`src/rtl/vga_scan_gen.sv`:
```
// rtl/vga_scan_gen.sv - VGA raster scan generator: pixel strobe, X/Y counters, syncs, strobes
`ifndef VGA_RES_H
`define VGA_RES_H 640
`endif
`ifndef VGA_RES_V
`define VGA_RES_V 480
`endif
`ifndef VGA_CNTR_BIT_WIDTH
`define VGA_CNTR_BIT_WIDTH 10
`endif

module vga_scan_gen #(
  parameter int CLK_DIV  = 2,
  parameter int H_ACTIVE = `VGA_RES_H,
  parameter int H_FP     = 16,
  parameter int H_SYNC   = 96,
  parameter int H_BP     = 48,
  parameter int V_ACTIVE = `VGA_RES_V,
  parameter int V_FP     = 10,
  parameter int V_SYNC   = 2,
  parameter int V_BP     = 33,
  parameter bit SYNC_POL = 1'b0
) (
  input  logic                           clk,
  input  logic                           rst,
  input  logic                           run,
  output logic                           pix_en,
  output logic [`VGA_CNTR_BIT_WIDTH-1:0] X,
  output logic [`VGA_CNTR_BIT_WIDTH-1:0] Y,
  output logic                           active,
  output logic                           hsync,
  output logic                           vsync,
  output logic                           line_start,
  output logic                           frame_start
);

  localparam int W       = `VGA_CNTR_BIT_WIDTH;
  localparam int H_TOTAL = H_ACTIVE + H_FP + H_SYNC + H_BP;
  localparam int V_TOTAL = V_ACTIVE + V_FP + V_SYNC + V_BP;
  localparam int DW      = (CLK_DIV > 1) ? $clog2(CLK_DIV) : 1;

  localparam logic [DW-1:0] DIV_LAST = DW'(CLK_DIV - 1);
  localparam logic [W-1:0]  H_LAST   = W'(H_TOTAL - 1);
  localparam logic [W-1:0]  V_LAST   = W'(V_TOTAL - 1);
  localparam logic [W-1:0]  H_ACT    = W'(H_ACTIVE);
  localparam logic [W-1:0]  V_ACT    = W'(V_ACTIVE);
  localparam logic [W-1:0]  H_SS     = W'(H_ACTIVE + H_FP);
  localparam logic [W-1:0]  H_SE     = W'(H_ACTIVE + H_FP + H_SYNC);
  localparam logic [W-1:0]  V_SS     = W'(V_ACTIVE + V_FP);
  localparam logic [W-1:0]  V_SE     = W'(V_ACTIVE + V_FP + V_SYNC);

  // Refuse geometries the counters cannot represent.
  if ((H_TOTAL - 1) >= (1 << W) || (V_TOTAL - 1) >= (1 << W)) begin : g_bad_width
    $error("vga_scan_gen: frame totals do not fit the counter width");
  end
  if (CLK_DIV < 1) begin : g_bad_div
    $error("vga_scan_gen: CLK_DIV must be at least 1");
  end

  logic [DW-1:0] div_q, div_d;
  logic [W-1:0]  x_q, x_d, y_q, y_d;
  logic          active_q, active_d;
  logic          hsync_q, hsync_d;
  logic          vsync_q, vsync_d;
  logic          div_last;

  assign div_last = (div_q == DIV_LAST);
  assign pix_en   = run && div_last;

  // Next divider phase, next X/Y, and the region flags of that next X/Y so the
  // registered flags always line up with the registered counters.
  always_comb begin
    div_d = div_q;
    x_d   = x_q;
    y_d   = y_q;
    if (run) begin
      div_d = div_last ? '0 : div_q + 1'b1;
    end
    if (pix_en) begin
      if (x_q == H_LAST) begin
        x_d = '0;
        y_d = (y_q == V_LAST) ? '0 : y_q + 1'b1;
      end else begin
        x_d = x_q + 1'b1;
      end
    end
    active_d = (x_d < H_ACT) && (y_d < V_ACT);
    hsync_d  = ((x_d >= H_SS) && (x_d < H_SE)) ? SYNC_POL : ~SYNC_POL;
    vsync_d  = ((y_d >= V_SS) && (y_d < V_SE)) ? SYNC_POL : ~SYNC_POL;
  end

  // Scan state registers; reset parks the beam at (0,0) with syncs released.
  always_ff @(posedge clk or posedge rst) begin
    if (rst) begin
      div_q    <= '0;
      x_q      <= '0;
      y_q      <= '0;
      active_q <= 1'b1;
      hsync_q  <= ~SYNC_POL;
      vsync_q  <= ~SYNC_POL;
    end else begin
      div_q    <= div_d;
      x_q      <= x_d;
      y_q      <= y_d;
      active_q <= active_d;
      hsync_q  <= hsync_d;
      vsync_q  <= vsync_d;
    end
  end

  assign X           = x_q;
  assign Y           = y_q;
  assign active      = active_q;
  assign hsync       = hsync_q;
  assign vsync       = vsync_q;
  assign line_start  = pix_en && (x_q == '0);
  assign frame_start = line_start && (y_q == '0);

endmodule

```
`config.mk`:
```
export PLATFORM = sky130hd
export DESIGN_NAME = vga_scan_gen
export DESIGN_NICKNAME = d
export VERILOG_FILES = /design/src/rtl/vga_scan_gen.sv
export SDC_FILE = /design/constraint.sdc
export NUM_CORES = 1
export LEC_CHECK = 0
export ABC_CLOCK_PERIOD_IN_PS = 4450
export CORE_MARGIN = 5
export CORE_UTILIZATION = 45
export DETAILED_ROUTE_END_ITERATION = 10
export PLACE_DENSITY = 0.71
export SLEW_MARGIN = 20
export SYNTH_ARGS = -nofsm -noshare
export SYNTH_HDL_FRONTEND = slang
export SYNTH_SLANG_ARGS = --single-unit
```
`constraint.sdc`:
```
create_clock -name clk -period 4.45 [get_ports clk]
set_input_delay 0.89 -clock clk [delete_from_list [all_inputs] [get_ports clk]]
set_output_delay 0.89 -clock clk [all_outputs]
set_load 0.01 [all_outputs]
```
==> flow_metrics.py, run 1 <==
metrics = {
    "status": {
        "status": "complete, no violations",
    },
    "layout": {
        "regArea_um2": 604,
        "multi_input_area_um2": 771,
        "post-route-util_pct": 58.9,
        "fin_cells": 229,
        "layout.nets": 193,
        "antennaDiodeCount": 0,
        "n_fill_cell": 274,
        "area_delta_synth_final_pct": 25.2,
        "drive_gt1_share_pct": 8.65,
    },
    "clocking": {
        "clkLatencyLatePin_ns": 0.33,
        "cts_buffer_depth": 2,
        "hold_buffers": 0,
        "numCtsBuffers": 3,
        "htree_levels": 1,
        "cts_tree": "done",
        "post_cts.repair.setup_buffers": 0,
        "cts_root_buf": "clkbuf_4",
        "ctsResizeCount": 0,
        "clk_pin_slew_ns": 0.14,
        "cts_sinks": 24,
    },
    "setup_path": {
        "rrSetupSlack_ns": 2.19,
        "crit_arrival_ns": 2.71,
        "cp.required_ns": 3.56,
        "cp-start-kind": "primary input",
        "endpoint_kind": "primary output",
        "criticalPathCategory": "primary input to primary output",
        "timing.rr.start": "X[0]",
        "critPathLaunch": "run",
        "r2r_end": "vsync",
        "reg2regPathDepth": 6,
        "setup.worst_path.end": "frame_start",
        "path_max_fanout": 6,
    },
    "power": {
        "sw_frac_of_total_pct": 33.1,
        "power_frac_clock_pct": 22.1,
        "pwr-share-seq_pct": 51.7,
        "pwr-share-comb_pct": 26.1,
        "p_switching_mw": 0.183,
        "powerDensity_nw_per_um2": 307,
        "leakage_nw": 0.730,
        "peakVddDrop_uv": 121,
        "cell_internal_pwr_mw": 0.370,
    },
    "synthesis": {
        "netlist_instances": 156,
        "syn_area_um2": 1440,
        "ys_seq_area_share_pct": 42.0,
        "ys_ff_latch": 24,
        "syn-num-nets": 163,
        "synthAdderAreaFrac_pct": 3.48,
        "synth_compound_area_share_pct": 15.8,
        "synth_area_leaders": "dfrtp_1 (37%), dfstp_2 (5.5%), xor2_1 (4.9%), nand2_1 (4.7%), ha_1 (3.5%)",
        "postSynthAreaPerCell_um2": 9.22,
        "synth_top_area_share_pct": 36.6,
        "ys_types": 45,
        "synth_xor_area_share_pct": 7.31,
        "synth.largest_area_cell": "dfrtp_1",
        "ys_warn_count": 0,
        "synth_top_family_by_area": "simple AND/OR/NAND/NOR gates",
        "synthMuxAreaShare_pct": 0,
        "yosys.area_share.simple_pct": 27.0,
    },
    "job": {
        "cap_violations": 0,
    },
    "floorplanning": {
        "fp.coreArea_um2": 3050,
        "dieArea_um2": 4420,
        "initial_core_util_pct": 47.1,
        "rows": 20,
        "die_x_um": 66.5,
        "die_h_um": 66.5,
        "num_io_pins": 29,
    },
    "detailed_routing": {
        "wire_per_inst_um": 14.0,
        "routed_wl_mm": 3.21,
        "ant_nets": 0,
        "drc": 0,
        "drtIter0Drc": 67,
        "first_pass_iters": 4,
        "vias": 1271,
        "vias_per_cell": 5.55,
    },
    "timing": {
        "slew_violations": 0,
        "worst_slack_ns": 0.852,
        "fmax_mhz": 278,
        "slew_headroom_pct": 40.4,
        "period_share_pct": 80.9,
        "period_minus_slack_ns": 3.60,
        "tns_ns": 0,
        "skew_ns": 0.00964,
        "hold_viol": 0,
        "rsz0062_at_grt": "no",
        "tightest_slew_ns": 0.893,
        "setup_viol_count_final": 0,
    },
    "global_route": {
        "antenna_found_initial": 0,
        "overflow": 0,
        "grt_max_degree": 25,
        "track_usage_pct": 16.1,
        "grt_first_pass_wirelength_mm": 5.42,
        "grt_pass1_vias": 1157,
    },
    "placement": {
        "place_ws_ns": 0.881,
        "portBuffers": 28,
        "dp_cells": 225,
        "dp_hpwl_mm": 2.35,
        "gp_congestion": 0.781,
    },
    "min_path": {
        "worstHoldPathType": "register to register",
    },
}
==> cell usage after synthesis, drive strengths merged <==
cell type / count
buf: 2
inv: 12
o2bb2ai: 1
nor3: 9
nand2b: 3
or2: 1
nand4b: 1
a31o: 2
a31oi: 2
nand3: 10
and2: 3
o22ai: 1
nor2: 7
o31ai: 3
xor2: 8
and4: 1
a211oi: 1
nand3b: 1
clkbuf: 2
dfstp: 3
o2111ai: 1
o21ai: 3
a21oi: 5
a22oi: 1
nand2: 18
nand4: 6
o211ai: 1
a2111oi: 1
o21a: 1
xnor2: 4
or4: 3
dfrtp: 21
nor4: 4
nor3b: 2
ha: 4
a21o: 2
nor2b: 1
or3: 2
o221ai: 1
a221oi: 1
o31a: 1
==> routing by layer <==
metal	routed length, um	vias up	track usage, %
li1	-	628	-
met1	1570	592	22.8
met2	1390	45	23.8
met3	216	6	3.37
met4	39	0	6.09
met5	0	-	0
==> stage by stage <==
| stage | power (mW) | cell area (um2) | hold WS [ns] |
|---|---|---|---|
| floorplan | 0.360 | 1440 | 0.482 |
| global placement | 0.431 | 1760 | 0.506 |
| detailed placement | 0.435 | 1760 | 0.519 |
| CTS | 0.555 | 1800 | 0.537 |
| global route | 0.589 | 1800 | 0.561 |
| finish | 0.553 | 1800 | 0.538 |
==> worst max-delay path, cell delays in order <==
cell,delay [ns]
clkdlybuf4s50_1,0.53
nand2_1,0.17
nor3_1,0.32
and4_1,0.25
clkdlybuf4s50_1,0.54
==> registers in the layout, indices dropped and copies added, names as in the netlist <==
register  cells
hsync         1
div_last      1
X            10
vsync         1
Y            10
active        1
==> area by class of cell <==
cell class                 count  area share, %
inverter                      12           2.50
timing repair buffer          29           16.0
clock buffer                   4           2.02
multi-input combinational    116           42.8
tap                           44           3.06
sequential                    24           33.6
==> how the worst min path moves through the flow <==
stage,endpoint,depth (start not counted),startpoint
2_1_floorplan,div_last,1,div_last
3_3_place_gp,div_last,1,div_last
3_5_place_dp,div_last,1,div_last
4_1_cts,div_last,1,div_last
5_1_grt,div_last,1,div_last
6_report,div_last,1,div_last
==> cells by family (layout without fill, tap and decap cells) <==
kind of cell / count (synthesis) / in the layout
AND/OR/NAND/NOR: 72 / 72
AO/OA/AOI/OAI: 28 / 28
XOR/XNOR: 12 / 12
buffers and inverters: 16 / 45
flip-flops: 24 / 24
adder cells (fa/ha/maj): 4 / 4
==> power by group through the flow <==
stage / Clock [mW] / Combinational, mW / Sequential, mW
global route: 0.137 / 0.161 / 0.292
CTS: 0.124 / 0.147 / 0.285
global placement: 0 / 0.142 / 0.289
detailed placement: 0 / 0.146 / 0.289
floorplan: 0 / 0.0688 / 0.291
finish: 0.122 / 0.145 / 0.286
==> placed cells by master, fill, tap and decap left out, drive strengths merged, types with 2 or more instances in the layout <==
cell type	netlist	routed
nor3	9	9
nor3b	2	2
clkbuf	2	4
a31oi	2	2
a21oi	5	5
a21o	2	2
and2	3	3
dfstp	3	3
nand2b	3	3
or3	2	2
ha	4	4
or4	3	3
inv	12	12
nand4	6	6
a31o	2	2
nand3	10	10
nand2	18	18
xnor2	4	4
o21ai	3	3
nor2	7	7
nor4	4	4
xor2	8	8
dfrtp	21	21
o31ai	3	3
clkdlybuf4s50	0	28
No activity file was read; power rests on OpenSTA's default activity.
==> run 2, diff against run 1 <==
--- a/config.mk
+++ b/config.mk
@@ -5,11 +5,11 @@
 export SDC_FILE = /design/constraint.sdc
 export NUM_CORES = 1
 export LEC_CHECK = 0
-export ABC_CLOCK_PERIOD_IN_PS = 4450
+export ABC_CLOCK_PERIOD_IN_PS = 3100
 export CORE_MARGIN = 5
 export CORE_UTILIZATION = 45
 export DETAILED_ROUTE_END_ITERATION = 10
-export PLACE_DENSITY = 0.71
+export PLACE_DENSITY = 0.74
 export SLEW_MARGIN = 20
 export SYNTH_ARGS = -nofsm -noshare
 export SYNTH_HDL_FRONTEND = slang
==> constraint.sdc (replaced) <==
create_clock -name clk -period 3.1 [get_ports clk]
set_input_delay 0.62 -clock clk [delete_from_list [all_inputs] [get_ports clk]]
set_output_delay 0.62 -clock clk [all_outputs]
set_load 0.01 [all_outputs]
==> run 2 against run 1 <==
Net effect:
- via count grew 4.0%
- sequential power grew 45%
- die area is the same
- flip-flop and latch count is the same
- cell count grew 0.44%
- global-route usage grew 1.7 points
- clock skew shrank 0.0030 ns
- worst setup slack lost 0.74 ns
==> flow_metrics.py, run 2 (same netlist as run 1, synthesis figures left out) <==
metrics = {
    "global_route": {
        "overflow": 0,
        "grt_first_pass_wirelength_mm": 6.06,
        "antenna_found_initial": 0,
        "grt_pass1_vias": 1327,
        "track_usage_pct": 17.8,
        "grt_max_degree": 25,
    },
    "job": {
        "cap_violations": 0,
    },
    "clocking": {
        "cts_sinks": 24,
        "clkLatencyLatePin_ns": 0.32,
        "cts_tree": "done",
        "htree_levels": 1,
        "clk_pin_slew_ns": 0.13,
        "numCtsBuffers": 3,
        "cts_buffer_depth": 2,
        "hold_buffers": 0,
        "ctsResizeCount": 0,
        "cts_root_buf": "clkbuf_4",
        "post_cts.repair.setup_buffers": 0,
    },
    "power": {
        "powerDensity_nw_per_um2": 472,
        "peakVddDrop_uv": 289,
        "leakage_nw": 0.743,
    },
    "layout": {
        "antennaDiodeCount": 0,
        "post-route-util_pct": 59.9,
        "drive_gt1_share_pct": 9.68,
        "layout.nets": 194,
        "final_common_cell": "clkdlybuf4s50_1",
        "fin_cells": 230,
        "layout_common_cells": "clkdlybuf4s50_1 (28), dfrtp_1 (21), nand2_1 (18), inv_1 (11), nand3_1 (10)",
        "area_delta_synth_final_pct": 27.2,
    },
    "floorplanning": {
        "fp.coreArea_um2": 3050,
        "initial_core_util_pct": 47.1,
        "rows": 20,
        "dieArea_um2": 4420,
        "num_io_pins": 29,
        "die_h_um": 66.5,
        "die_x_um": 66.5,
    },
    "setup_path": {
        "cp_slowest_cell": "clkdlybuf4s50_1",
        "crit_chain": "clkdlybuf4s50_1 > nand2_1 > nor3_1 > and4_1 > clkdlybuf4s50_1",
        "crit_arrival_ns": 2.36,
        "cp.required_ns": 2.48,
        "cp_slowest_stage_delay_ns": 0.54,
        "criticalPathCategory": "primary input to primary output",
        "cp-start-kind": "primary input",
        "path_max_fanout": 4,
        "crit_top_cell": "clkdlybuf4s50_1",
        "endpoint_kind": "primary output",
    },
    "detailed_routing": {
        "wl_met3_um": 260,
        "drtIter0Drc": 81,
        "wire_per_inst_um": 15.8,
        "first_pass_iters": 4,
        "vias": 1322,
        "met2_wirelength_mm": 1.80,
        "top_layer": "met4",
        "drc": 0,
        "routed_wl_mm": 3.63,
        "ant_nets": 0,
        "vias_per_cell": 5.75,
        "wl_met1_mm": 1.51,
    },
    "placement": {
        "dp_cells": 226,
        "portBuffers": 28,
        "dp_hpwl_mm": 2.64,
        "gp_congestion": 0.961,
    },
    "timing": {
        "whs_ns": 0.537,
        "period_minus_slack_ns": 2.98,
        "fmax_mhz": 335,
        "slew_violations": 0,
        "tightest_slew_ns": 0.910,
        "skew_ns": 0.00663,
        "setup_viol_count_final": 0,
        "tns_ns": 0,
        "rsz0062_at_grt": "no",
        "hold_viol": 0,
        "slew_headroom_pct": 39.3,
        "period_share_pct": 96.2,
    },
    "status": {
        "status": "complete, no violations",
    },
    "min_path": {
        "worstHoldPathType": "register to register",
    },
}
run 2: cell types whose count changed in the layout (fill, tap and decap cells not counted), sizes merged:
| cell | change |
|---|---|
| bufinv | +1 |
| buf | +1 |
| clkbuf | -1 |
run 2: report_power, final:
group / total [mW] / switching (mW) / leakage (nW) / internal (mW)
combinational: 0.220 / 0.106 / 0.405 / 0.114
sequential: 0.414 / 0.0638 / 0.310 / 0.350
clock: 0.229 / 0.0985 / 0.0279 / 0.131
run 2: metrics by stage:
step	instance area, um2	power [mW]	setup WS [ns]
after floorplan	1440	0.517	0.962
after global routing	1830	0.906	0.0429
after CTS	1820	0.869	0.0173
after global placement	1770	0.624	0.168
final	1830	0.863	0.117
after detailed placement	1770	0.640	0.133
run 2: layout make-up:
| class | count | area [um2] |
|---|---|---|
| fill | 267 | 1220 |
| multi-input combinational | 116 | 777 |
| sequential | 24 | 604 |
| timing repair buffer | 30 | 295 |
| tap | 44 | 55.1 |
| inverter | 12 | 45.0 |
| clock inverter | 1 | 30.0 |
| clock buffer | 3 | 22.5 |
run 2: critical path: cells and delay by family:
kind                   cells  cell delay, ns
buffers and inverters      2            1.07
and+or+nand+nor            3            0.68
run 2: metal layers:
layer  track usage, %  up-vias
met5                0        -
met4             8.63        0
met3             3.54        6
met2             29.5       60
met1             21.8      628
li1                 -      628
run 2: final timing paths:
kind                            cells past startpoint     start  slack, ns          end
worst min-delay path                                1  div_last       0.54     div_last
worst max-delay path                                5       run       0.12  frame_start
min in group asynchronous                           2       rst       0.78         Y[0]
worst min register to register                      1  div_last       0.54     div_last
max in group asynchronous                           2       rst       1.76         X[9]
worst max register to register                      6      X[0]       0.82        vsync
==> edit 1, RTL diff (flow settings as in run 2) <==
Register the output `hsync` once more, with the module's reset; this adds one clock of latency there. The other outputs are not delayed to match.
--- a/src/rtl/vga_scan_gen.sv
+++ b/src/rtl/vga_scan_gen.sv
@@ -111,7 +111,13 @@
   assign X           = x_q;
   assign Y           = y_q;
   assign active      = active_q;
-  assign hsync       = hsync_q;
+  always_ff @(posedge clk or posedge rst) begin
+    if (rst) begin
+      hsync <= '0;
+    end else begin
+      hsync <= hsync_q;
+    end
+  end
   assign vsync       = vsync_q;
   assign line_start  = pix_en && (x_q == '0);
   assign frame_start = line_start && (y_q == '0);
Formal check against the unedited RTL: not equivalent (a bounded check fails within 4 cycles, from zero or initial values and one cycle with rst high).
==> edit 1 against run 2 <==
- global-route usage is 1.1 points lower
- power fell by 8.8%
- setup slack improved by 0.0012 ns
- maximum frequency about the same
- sequential cell count increased by 1
- synthesized area up 1.7%
- critical path type unchanged
- sequential power increased by 2%
- wire length fell by 6.6%
- largest cell class unchanged
- final area rose by 0.75%
- highest routed layer unchanged
==> edit 1: results (changes against run 2) <==
- Status: finished clean
- Multi-input gate share of the layout cell area: 0.4216 (-0.003174)
- Clkbuf count: 4 (+1)
- Final sequential cell count: 25 (+4.2%)
- WHS Endpoint: hsync$_DFF_PP0_
- Xor and xnor area share after synthesis: 0.07186 (-0.001251)
- RR Endpoint: vsync$_DFF_PP1_
- Dpl cell area: 0.001810 sq mm (+2.3%)
- Data buffer area share: 0.1684 (+0.006941)
- Hold_sp: hsync_q$_DFF_PP1_
- Signal inverters: 12 (unchanged)
- Comb_multi_in: 116 (unchanged)
- Routed WL: 3393 um (-6.6%)
- Hpwl dp: 2536 um (-4.0%)
- Area share of fa/ha/maj cells after synthesis: 0.03422 (-0.0005956)
- Post-synth top cells: dfrtp_1, nand2_1, inv_1
- Clock Skew: 0.01266 ns (+0.006022 ns)
- Vias in the first global route: 1229 (-7.4%)
- Clock Path Buffers: 2 (unchanged)
- Non-clock buffers: 32 (+6.7%)
- Fraction of layout cells with a size suffix above 1: 0.1005 (+0.003755)
- Number of cells on the worst reg-to-reg path: 5 (-1)
- Synth Net Count: 164 (+0.61%)
- Iteration-0 DRC Markers: 73 (-9.9%)
- Post-layout net count: 197 (+1.5%)
- First-pass GRT wire length: 5865 um (-3.2%)
- Fraction of area in registers: 0.3415 (+0.01111)
- Layout filler cell count: 266 (-0.37%)
- Clk_lat worst skew: 0.32 ns (about the same)
- Worst Hold Depth: 0 (-1)
- VDD IR-drop max: 0.2070 mV (-28%)
- Global-route usage over all layers: 0.1664 (-0.01118)
- FF-to-FF Start: X[2]$_DFF_PP0_
- Antenna violations before repair: 0 (unchanged)
- Dominant synthesized flop cell: dfrtp_1
- Via density: 5.644 (-1.8%)
- # diodes: 0 (unchanged)
- Worst path slowest cell: clkdlybuf4s50_1
- Arr. time, crit path: 2.36 ns (about the same)
- Pleak: 0.7486 nW (+0.81%)
- Synth Area in Compound Gates: 0.1557 (-0.002710)
- Pwr/cell area: 426.8 mW/mm^2 (-9.5%)
- Synth top area cells: dfrtp_1, dfstp_2, xor2_1
- Post-synthesis mux area share: 0 (unchanged)
- Seq/Total Area, Yosys: 0.4303 (+0.009917)
- Critical Path End: frame_start
- DRT Pass-1 Iters: 4 (unchanged)
- Layout clock area frac: 0.01426 (-0.01447)
- Post-synth ARST share: 1.000 (unchanged)
- Hold WS: 0.3995 ns (-0.1373 ns)
- CP Max Fanout: 4 (unchanged)
- Worst Tran Pin Value: 0.9252 ns (+0.01533 ns)
- Mean Syn Cell Area: 9.316 sq um (+1.1%)
- Largest net degree at the start of global routing: 26 (+4.0%)
- Placer Congestion: 0.8737 (-9.1%)
-- edit 1: per-layer routing --
| metal | vias up | GRT usage | share of wire | wire length (um) |
|---|---|---|---|---|
| li1 | 628 | - | - | - |
| met1 | 629 | 0.2406 | 0.46 | 1566 |
| met2 | 54 | 0.2577 | 0.46 | 1570 |
| met3 | 4 | 0.04047 | 0.070 | 236 |
| met4 | 0 | 0.01772 | 0.0056 | 19 |
| met5 | - | 0 | 0 | 0 |
-- edit 1: where the power goes --
part,switching (mW),leakage (nW),internal (mW),total (mW)
logic,0.103,0.415,0.116,0.219
clock network,0.0927,0.0150,0.0503,0.143
registers,0.0613,0.319,0.363,0.424
total,0.257,0.749,0.530,0.787
-- edit 1: through the flow --
step	total power [mW]	std cells	worst slack [ns]
3_5_place_dp	0.6496	229	0.1301
6_report	0.7866	233	0.1178
4_1_cts	0.7966	233	0.09451
2_1_floorplan	0.5304	157	0.9620
3_3_place_gp	0.6407	229	0.1276
5_1_grt	0.8342	233	0.05191
==> edit 2, RTL diff (config.mk and constraints of run 2) <==
Made on the original files. Change the parameter `SYNC_POL` from 1'b0 to 1'b1.
--- a/src/rtl/vga_scan_gen.sv
+++ b/src/rtl/vga_scan_gen.sv
@@ -19,7 +19,7 @@
   parameter int V_FP     = 10,
   parameter int V_SYNC   = 2,
   parameter int V_BP     = 33,
-  parameter bit SYNC_POL = 1'b0
+  parameter bit SYNC_POL = 1'b1
 ) (
   input  logic                           clk,
   input  logic                           rst,
Function: changed (a bounded check fails within 4 cycles, from zero or initial values and one cycle with rst high).
==> edit 2 against run 2 <==
- setup slack gained 0.013 ns
- synthesized area grew 3.7%
- final area grew 3.0%
- worst hold slack is essentially flat
- sequential cell count is the same
- count of clock-buffer cells in the layout is the same
- power grew 1.4%
- sequential power grew 1%
- wire length shrank 2.9%
- sequential share of layout area shrank 1.1 points
- via count shrank 0.61%
- clock skew shrank 0.0050 ns
- register-to-register slack lost 0.02 ns
- largest power group unchanged
==> edit 2: results (changes against run 2) <==
- Status: finished clean
- Overall power: 0.8745 mW (+1.4%)
- Sequential share of power: 0.479 (about the same)
- Total number of vias: 1314 (-0.61%)
- Flops & latches, synth: 24 (unchanged)
- Clock Skew: 0.001601 ns (-0.005034 ns)
- Clk_lat worst skew: 0.33 ns
- Iteration-0 DRC Markers: 107 (+32%)
- First-pass GRT wire length: 6037 um (-0.35%)
- Depth of the CTS H-tree: 1 (unchanged)
- Seq/Total Area, Yosys: 0.4039 (-0.01650)
- CP Max Fanout: 8 (+4)
- Largest net degree at the start of global routing: 25 (unchanged)
- Post-CTS Setup Inserts: 0 (unchanged)
- Layout clock area frac: 0.02789 (-0.0008394)
- Post-synth EDFFs: 0 (unchanged)
- Global-route usage over all layers: 0.1762 (-0.001353)
- Placer Congestion: 0.9034 (-6.0%)
- Synth top area cells: dfrtp_1, nand2_1, xor2_1
- Clock Path Buffers: 2 (unchanged)
- DRT Pass-1 Iters: 4 (unchanged)
- Width of the die: 67.55 um (+1.5%)
- Min-Delay Path Class: flip-flop to flip-flop
- Signal inverters: 12 (unchanged)
- Worst path slowest cell: clkdlybuf4s50_1
- Avg WL per Cell: 15.26 um (-3.3%)
- Data buffer area share: 0.1673 (+0.005907)
- Fraction of layout cells with a size suffix above 1: 0.1283 (+0.03157)
- Comb_multi_in: 116 (unchanged)
- Clk root buf: clkbuf_4
- Psw: 0.2795 mW (+4.1%)
- Reg clk slew, reported paths: about 0.14 ns
- Dpl cell area: 0.001826 sq mm (+3.1%)
- Clkbuf count: 3 (unchanged)
- CP peak stage delay: 0.54 ns (about the same)
- Hpwl dp: 2611 um (-1.1%)
- Non-clock buffers: 31 (+3.3%)
- Resized Gates After CTS: 0 (unchanged)
- Multi-input gate share of the layout cell area: 0.4323 (+0.007509)
- Post-synth top cells: dfrtp_1, nand2_1, inv_1
- Post-synth ARST share: 1.000 (unchanged)
- YS warnings: 0 (unchanged)
- Layout filler cell count: 272 (+1.9%)
- PortBufs: 28 (unchanged)
- Arr. time, crit path: ~2.4 ns
- # diodes: 0 (unchanged)
- Worst Tran Pin Value: 0.9093 ns (-0.0005499 ns)
- Antenna violations before repair: 0 (unchanged)
- Post-layout net count: 195 (+0.52%)
- Number of library cell types mapped by synthesis: 49 (+8.9%)
- Combinational fraction of design power: 0.252 (-0.003)
- VDD IR-drop max: 0.2123 mV (-26%)
- Fraction of area in registers: 0.3194 (-0.01098)
- Pleak: 0.7646 nW (+3.0%)
- Synth Net Count: 164 (+0.61%)
## edit 2: worst paths after layout
check	start	endpoint	slack [ns]	cells after the start
worst max-delay path	X[5]$_DFF_PP0_	frame_start	0.13	4
worst min-delay path	div_last$_DFFE_PP0P_	div_last$_DFFE_PP0P_	0.54	1
worst max register to register	X[0]$_DFF_PP0_	vsync$_DFF_PP0_	0.80	6
worst min register to register	div_last$_DFFE_PP0P_	div_last$_DFFE_PP0P_	0.54	1
max in group asynchronous	rst	Y[4]$_DFF_PP0_	1.78	2
min in group asynchronous	rst	X[2]$_DFF_PP0_	0.77	2
## edit 2: layer usage
layer | track usage | vias to the layer above | part of all wire
li1 | - | 631 | -
met1 | 0.2285 | 633 | 0.46
met2 | 0.2746 | 44 | 0.47
met3 | 0.03328 | 6 | 0.052
met4 | 0.09620 | 0 | 0.025
met5 | 0 | - | 0
## edit 2: cells by family (layout without fill, tap and decap cells)
| group | after synthesis | in the layout | synth area share |
|---|---|---|---|
| adders and majority gates | 4 | 4 | 0.03359 |
| and+or+nand+nor | 72 | 72 | 0.2855 |
| xor gates and xnor gates | 11 | 11 | 0.06465 |
| buffers and inverters | 17 | 47 | 0.05373 |
| AOI/OAI and AO/OA | 29 | 29 | 0.1587 |
| DFF | 24 | 24 | 0.4039 |
## edit 2: worst max-delay path: cells and delay by family, from the launching register on
kind          cells  cell delay [ns]
buf+inv           1             0.54
flops             1             0.49
simple gates      3             0.98
## edit 2: through the flow
step / utilization / instances / hold slack [ns] / setup slack (ns)
floorplan: - / 157 / 0.4820 / 0.8921
global placement: 0.5883 / 227 / 0.5111 / 0.1790
detailed placement: 0.5883 / 227 / 0.5165 / 0.1498
CTS: 0.6052 / 231 / 0.5395 / 0.1417
global route: 0.6073 / 231 / 0.5488 / 0.03234
finish: 0.6073 / 231 / 0.5368 / 0.1300
